File: src/rtl/mic_level_detector.sv
// Microphone level meter: two-stage pipeline that turns centred ADC codes into a
// magnitude, tracks a held/decaying peak and drives an 8-segment thermometer bar.
module mic_level_detector #(
    parameter int HOLD_SAMPLES = 4096,
    parameter int DECAY_STEP   = 16
) (
    input  logic        clk,
    input  logic        reset,
    input  logic        sample_valid,
    input  logic [11:0] sample,
    input  logic        mode,
    output logic [10:0] level,
    output logic        level_valid,
    output logic [7:0]  bar,
    output logic        clip
);

    typedef enum logic [1:0] {
        IDLE,
        HOLD,
        DECAY
    } state_t;

    localparam logic [15:0] HoldInit  = 16'(HOLD_SAMPLES);
    localparam logic [10:0] DecayStep = 11'(DECAY_STEP);

    logic signed [12:0] centered;
    logic [12:0]        absVal;
    logic [10:0]        magRaw;
    logic               clipRaw;

    logic               valid1_q;
    logic [10:0]        mag1_q;
    logic               clip1_q;

    state_t             state_q, state_d;
    logic [10:0]        peak_q, peak_d;
    logic [15:0]        holdCnt_q, holdCnt_d;
    logic [10:0]        level_q, level_d;
    logic [7:0]         bar_q, bar_d;
    logic               clip_q, clip_d;
    logic               levelValid_q, levelValid_d;

    // Full-scale negative (code 0) has magnitude 2048 and saturates to 2047.
    always_comb begin
        centered = $signed({1'b0, sample}) - 13'sd2048;
        absVal   = centered[12] ? 13'(-centered) : 13'(centered);
        magRaw   = (absVal > 13'd2047) ? 11'd2047 : absVal[10:0];
        clipRaw  = (sample == 12'd0) || (sample == 12'd4095);
    end

    always_ff @(posedge clk or negedge reset) begin
        if (!reset) begin
            valid1_q <= 1'b0;
            mag1_q   <= '0;
            clip1_q  <= 1'b0;
        end else begin
            valid1_q <= sample_valid;
            if (sample_valid) begin
                mag1_q  <= magRaw;
                clip1_q <= clipRaw;
            end
        end
    end

    always_comb begin
        state_d      = state_q;
        peak_d       = peak_q;
        holdCnt_d    = holdCnt_q;
        level_d      = level_q;
        clip_d       = clip_q;
        levelValid_d = valid1_q;
        bar_d        = '0;

        if (valid1_q) begin
            // A new capture always beats the hold countdown or decay step.
            if (mag1_q >= peak_q) begin
                if (mag1_q != '0) begin
                    peak_d    = mag1_q;
                    holdCnt_d = HoldInit;
                    state_d   = HOLD;
                end
            end else begin
                case (state_q)
                    HOLD: begin
                        holdCnt_d = holdCnt_q - 16'd1;
                        if (holdCnt_q <= 16'd1) begin
                            holdCnt_d = '0;
                            state_d   = DECAY;
                        end
                    end
                    DECAY: begin
                        if (peak_q > DecayStep) begin
                            peak_d = peak_q - DecayStep;
                        end else begin
                            peak_d  = '0;
                            state_d = IDLE;
                        end
                    end
                    default: begin
                        state_d = IDLE;
                    end
                endcase
            end
            level_d = mode ? peak_d : mag1_q;
            clip_d  = clip1_q;
        end

        for (int i = 0; i < 8; i++) begin
            bar_d[i] = (int'(level_d) >= 256 * i + 128);
        end
    end

    always_ff @(posedge clk or negedge reset) begin
        if (!reset) begin
            state_q      <= IDLE;
            peak_q       <= '0;
            holdCnt_q    <= '0;
            level_q      <= '0;
            bar_q        <= '0;
            clip_q       <= 1'b0;
            levelValid_q <= 1'b0;
        end else begin
            state_q      <= state_d;
            peak_q       <= peak_d;
            holdCnt_q    <= holdCnt_d;
            level_q      <= level_d;
            bar_q        <= bar_d;
            clip_q       <= clip_d;
            levelValid_q <= levelValid_d;
        end
    end

    assign level       = level_q;
    assign bar         = bar_q;
    assign clip        = clip_q;
    assign level_valid = levelValid_q;

endmodule

File: config.mk
export PLATFORM = sky130hd
export DESIGN_NAME = mic_level_detector
export DESIGN_NICKNAME = d
export VERILOG_FILES = /design/src/rtl/mic_level_detector.sv
export SDC_FILE = /design/constraint.sdc
export NUM_CORES = 1
export LEC_CHECK = 0
export ABC_AREA = 1
export BUFFER_PORTS_ARGS = -buffer_cell sky130_fd_sc_hd__buf_2
export CAP_MARGIN = 10
export CORE_ASPECT_RATIO = 1.75
export CORE_MARGIN = 1.5
export CORE_UTILIZATION = 45
export CTS_BUF_LIST = sky130_fd_sc_hd__clkbuf_2
export DETAILED_ROUTE_END_ITERATION = 8
export HOLD_SLACK_MARGIN = 0.08
export PLACE_DENSITY = 0.72
export SYNTH_ARGS = -nofsm -noshare
export SYNTH_HDL_FRONTEND = slang
export SYNTH_SLANG_ARGS = --single-unit
export TNS_END_PERCENT = 10
File: constraint.sdc
create_clock -name clk -period 6.58 [get_ports clk]
set_clock_uncertainty 0.15 [all_clocks]
set_input_delay 0.987 -clock clk [delete_from_list [all_inputs] [get_ports clk]]
set_output_delay 0.987 -clock clk [all_outputs]
set_load 0.02 [all_outputs]
## Word-level counts from Yosys, hierarchy flattened

Index checks and enable logic that the tools add are counted.

- Flip-flop bits (word level): 63
- Input bits: 16
- Output and inout port bits: 21
- Word-level logic and storage cells: 55

- $add $sub $neg: 4
- Order comparisons: 12
- Eq/ne operators: 6
- Multiplexer cells: 17
- Reductions and logical operators: 6

Operator list:

| operator | number |
|---|---|
| 2-to-1 mux 11 bit | 7 |
| 2-to-1 mux 16 bit | 4 |
| greater-or-equal comparator 11 bit (second input constant) | 4 |
| greater-or-equal comparator 11 x 10 -> 1 bit (second input constant) | 2 |
| less-or-equal comparator 16 x 1 -> 1 bit (second input constant) | 1 |
| subtractor 16 x 1 -> 16 bit (second input constant) | 1 |
| greater-than comparator 13 x 11 -> 1 bit (second input constant) | 1 |
| 2-to-1 mux 13 bit | 1 |
| negation 13 bit | 1 |
| subtractor 12 x 12 -> 13 bit (second input constant) | 1 |
| equality test 12 bit (second input constant) | 1 |
| logical NOT 12 bit | 1 |
| greater-or-equal comparator 11 bit | 1 |
| greater-or-equal comparator 11 x 8 -> 1 bit (second input constant) | 1 |
| greater-or-equal comparator 11 x 9 -> 1 bit (second input constant) | 1 |
| greater-than comparator 11 x 5 -> 1 bit (second input constant) | 1 |
| nonzero test 11 bit | 1 |
| subtractor 11 x 5 -> 11 bit (second input constant) | 1 |
| 2-to-1 mux 2 bit | 4 |
| != test 3 bit (second input constant) | 2 |
| case mux 2 bit (2 select lines) | 1 |
| AND reduction 4 bit | 1 |
| AND reduction 3 bit | 1 |
| equality test 2 x 1 -> 1 bit (second input constant) | 1 |
| 4 further kinds | 4 |

## Longest topological paths before layout

- Depth after elaboration: 7
- Gate-level depth with buffers: 17
- Mapped depth without buffers: 16

## Least setup slack after synthesis

Ideal clock, no wire load.

- Kind: input to register
- Start: in sample[0]
- End: reg clip1_q
- Library setup time: 0.065 ns
- Arrival time: 1.989 ns
- Data required time: 6.365 ns
- Setup slack: 4.376 ns
- Cell stages on the path: 9
- Cells stage by stage: inv_1 > ha_1 > nand3_1 > nor3_1 > nand4_1 > inv_1 > nand2_1 > o311ai_0 > o21a_1

- Cells in the longest elaborated chain, start to end: 2
- Elaborated cells on any way between the ends: 3
- Classes of those cells: eq/ne (1); reduce/logical (2)

RTL lines:

| what | RTL line | text |
|---|---|---|
| start: declaration | 10 | `input logic [11:0] sample,` |
| equality test 12 bit / logical NOT 12 bit (equally long branches) | 49 | `clipRaw = (sample == 12'd0) \|\| (sample == 12'd4095);` |
| logical OR 1 bit (*) | 49 |  |
| end signal: assignment | 61 | `clip1_q <= clipRaw;` |
| end: declaration | 34 | `logic clip1_q;` |

Mark *: on every way between the ends. The rest lies on a longest branch, timed or not.
A chain may end at the register's enable or synchronous reset.

## Worst setup path after layout

- Start: reg peak_q[8]
- End: reg holdCnt_q[12]

- Cells in the longest elaborated chain, start to end: 3
- Elaborated cells on any way between the ends: 5
- Classes of those cells: order compare (1); eq/ne (1); mux (1); reduce/logical (2)

RTL lines:

| what | RTL line | text |
|---|---|---|
| start: declaration | 37 | `logic [10:0] peak_q, peak_d;` |
| start signal: assignment | 125 | `peak_q <= peak_d;` |
| greater-or-equal comparator 11 bit (*) | 77 | `if (mag1_q >= peak_q) begin` |
| != test 2 x 1 -> 1 bit (no source line) / nonzero test 2 bit (equally long branches) | n/a |  |
| AND reduction 3 bit (no source line) | n/a |  |
| end signal: assignment | 126 | `holdCnt_q <= holdCnt_d;` |
| end: declaration | 38 | `logic [15:0] holdCnt_q, holdCnt_d;` |

Marks and branches as above.

==> flow_summary.ini <==
[timing]
worst-slew-pin-transition_ns = 1.19
setup_repair_after_global_routing_missed_its_margin = no
maxClockFrequency_ghz = 0.305
setup_violating_endpoint_count_in_the_final_report = 0
hold_slack_ns = 0.350
totalNegativeSetupSlack_ns = 0
period_needed_ns = 3.28
max-slew-margin-rel_pct = 20.8
postLayoutSetupSlackWorst_ns = 3.30
maxSlewViolCount = 0
final_min_period_over_clock_period_pct = 49.8
report.final.hold_viol_count = 0

[drt]
wire_per_inst_um = 13.4
wl_um = 9520
vias_per_cell = 5.23
drt_iter0_drc = 179
firstDrtPassIters = 4
routed-via-count = 3706
detail_route.drc_violations = 0
drt.antenna.violating_nets = 0

[cts]
numClockSinks = 63
cts_repair_resize_count = 0
holdBufCountCts = 0
setup_fix_buffers_added_after_clock_tree_synthesis = 0
htree_levels = 3
cts-root-to-sink-buffers = 2
clkTransAtPathRegs_ns = 0.19
tritoncts_buffers = 9
cts.root.buffer_cell = clkbuf_2
cts_tree = built
worstSkewPairLatency_ns = 0.53

[setup_path]
cp_endpoint_kind = flop
internal_reg_to_reg_setup_slack_ns = 3.30
cp_data_arrival_time_ns = 3.56
worst_r2r_path_depth = 13
worst_r2r_startpoint = peak_q[8]
r2r_end = holdCnt_q[12]
launching_element_type_of_the_critical_path = flop
crit_type = reg2reg
worstPathMaxFanout = 29
cp_data_required_time_ns = 6.86

[synth]
postSynthCellCount = 548
synth_nets = 581
yosys_warnings = 0
netlist-cell-type-count = 44
number_of_register_bits_inferred_by_synthesis = 63
mappedNetlistArea_um2 = 4050
seq_area_frac_synth_pct = 38.9
synth_area_per_cell_um2 = 7.39

[floorplanning]
number_of_placement_rows = 45
floorplan.initialDensity_pct = 46.4
floorplan.core_area_um2 = 8730
floorplan.die.width_um = 74.7
dieArea_um2 = 9600
die_h_um = 128
io-pin-count = 37

[layout]
drive_gt1_share_pct = 15.8
syn_to_final_growth_pct = 9.21
seqCellArea_um2 = 1580
multi_input_comb_area_um2 = 2110
layout.cell_area.non_filler_um2 = 4420
num-fill-cells = 856
final_stage_net_count = 618

[placed_design]
cell_area_after_placement_um2 = 4300
buffer_ports.inserted = 36
dp_hpwl_um = 7270
place_ws_ns = 3.34
gp_congestion = 0.932

[power]
irDropWorstVdd_mv = 0.153
cellPowerDensity_nw_per_um2 = 407
leakagePower_nw = 2.28

[global_routing]
grt_overflow = 0
grt_max_degree = 64
grt_antenna_before_repair = 1
grt_pass1_wl_um = 16100
grt.total_usage_pct = 21.9
grt_pass1_vias = 3694

[hold_path]
hold_worst_path_end = clip
hold_path_startpoint = clip
path_category_of_the_worst_min_delay_check = reg2reg
timing.hold.worst_path_depth = 2

[run_status]
run_status = completed

[run]
maxCapViolCount = 0
==> logic make-up after synthesis <==
| family | count (synthesis) | synth area share [%] |
|---|---|---|
| compound gates | 93 | 12.6 |
| xor+xnor | 15 | 3.24 |
| fa+ha+maj | 17 | 5.25 |
| buf+inv | 84 | 8.99 |
| flops | 63 | 38.9 |
| simple gates | 276 | 30.9 |
==> flip-flops by register name, summed over array words and instances (netlist names) <==
signal and cells:
peak_q 11, bar 8, level 11, state_q 2, mag1_q 11, clip 1
holdCnt_q 16, clip1_q 1, levelValid_d 1, level_valid 1
==> cell type report <==
cell class              instances  share of cell area [%]
repair buffers                 38                    4.41
multi-input cells             401                    47.7
clock inverters                 7                    1.64
clock buffers                   9                    1.02
diodes                          1                  0.0566
inverters                      72                    6.23
flip-flops and latches         63                    35.7
well taps                     117                    3.31
==> placed cells by master, fill, tap and decap left out, types with 3 or more instances in the layout <==
master    instances
nand2_1         146
inv_1            66
dfrtp_1          63
nor2_1           53
o21ai_0          37
buf_2            36
nand3_1          30
a21oi_1          28
ha_1             17
xor2_1           14
o21ai_1          11
nand2_2          10
clkbuf_2          9
nor2_2            7
nor3_1            7
nand4_1           6
inv_2             4
a22oi_1           4
nand3_2           3
nand2_4           3
o21ai_2           3
==> worst max-delay path by stage <==
stage | startpoint | slack (ns) | end
global route | peak_q[8] | 3.00 | holdCnt_q[4]
floorplan | sample[0] | 4.38 | clip1_q
global placement | peak_q[8] | 3.43 | holdCnt_q[4]
CTS | peak_q[8] | 3.32 | holdCnt_q[12]
detailed placement | peak_q[5] | 3.34 | holdCnt_q[12]
finish | peak_q[8] | 3.30 | holdCnt_q[12]
==> layer usage <==
| layer | GRT usage [%] | up-vias | wire, µm |
|---|---|---|---|
| li1 | - | 1843 | - |
| met1 | 21.9 | 1744 | 3600 |
| met4 | 12.6 | 0 | 422 |
| met5 | 0 | - | 0 |
| met2 | 39.8 | 87 | 5130 |
| met3 | 4.78 | 32 | 370 |
==> Yosys cell counts (all sizes together) <==
library cell    n  area, µm²
nand4           6       37.5
buf             7       70.1
inv            71        272
xor2           14        123
a32oi           1       8.76
o21a            2       15.0
nor4            2       12.5
nand2         160        664
a21boi          1       7.51
nor3            9       61.3
nand3b          1       11.3
o211ai          1       7.51
nand3          33        180
nor3b           1       7.51
clkinv          1       3.75
ha             17        213
dfrtp          63       1580
a22oi           4       30.0
a31oi           2       12.5
o311ai          1       8.76
or2             2       12.5
xnor2           1       8.76
o22ai           1       6.26
o21ai          51        267
clkbuf          5       18.8
a21oi          29        149
nor2           62        265
==> power by group <==
| group | switching, W | internal [W] | total, W |
|---|---|---|---|
| clock network | 0.000154 | 0.0000882 | 0.000242 |
| logic | 0.000637 | 0.000310 | 0.000946 |
| registers | 0.000105 | 0.000508 | 0.000613 |
| total | 0.000895 | 0.000906 | 0.00180 |
==> critical path, cell delays in order, from the launching register on <==
cell and delay [ns]:
dfrtp_1 0.48, inv_1 0.11, ha_1 0.32, nand2_1 0.09, nor2_1 0.06, nand3_1 0.10
nand2_1 0.07, nor2_2 0.89, nor2_1 0.17, nor2_4 0.22, nand2_8 0.10, inv_6 0.16
nand3_1 0.09, o21a_1 0.16
==> through the flow <==
step	instances	power, W	util (%)
after CTS	707	0.00181	50.6
final	708	0.00180	50.7
after floorplan	548	0.00136	-
after global routing	708	0.00198	50.7
after global placement	691	0.00153	49.3
after detailed placement	691	0.00156	49.3
Power figures use the tool's default switching activity.
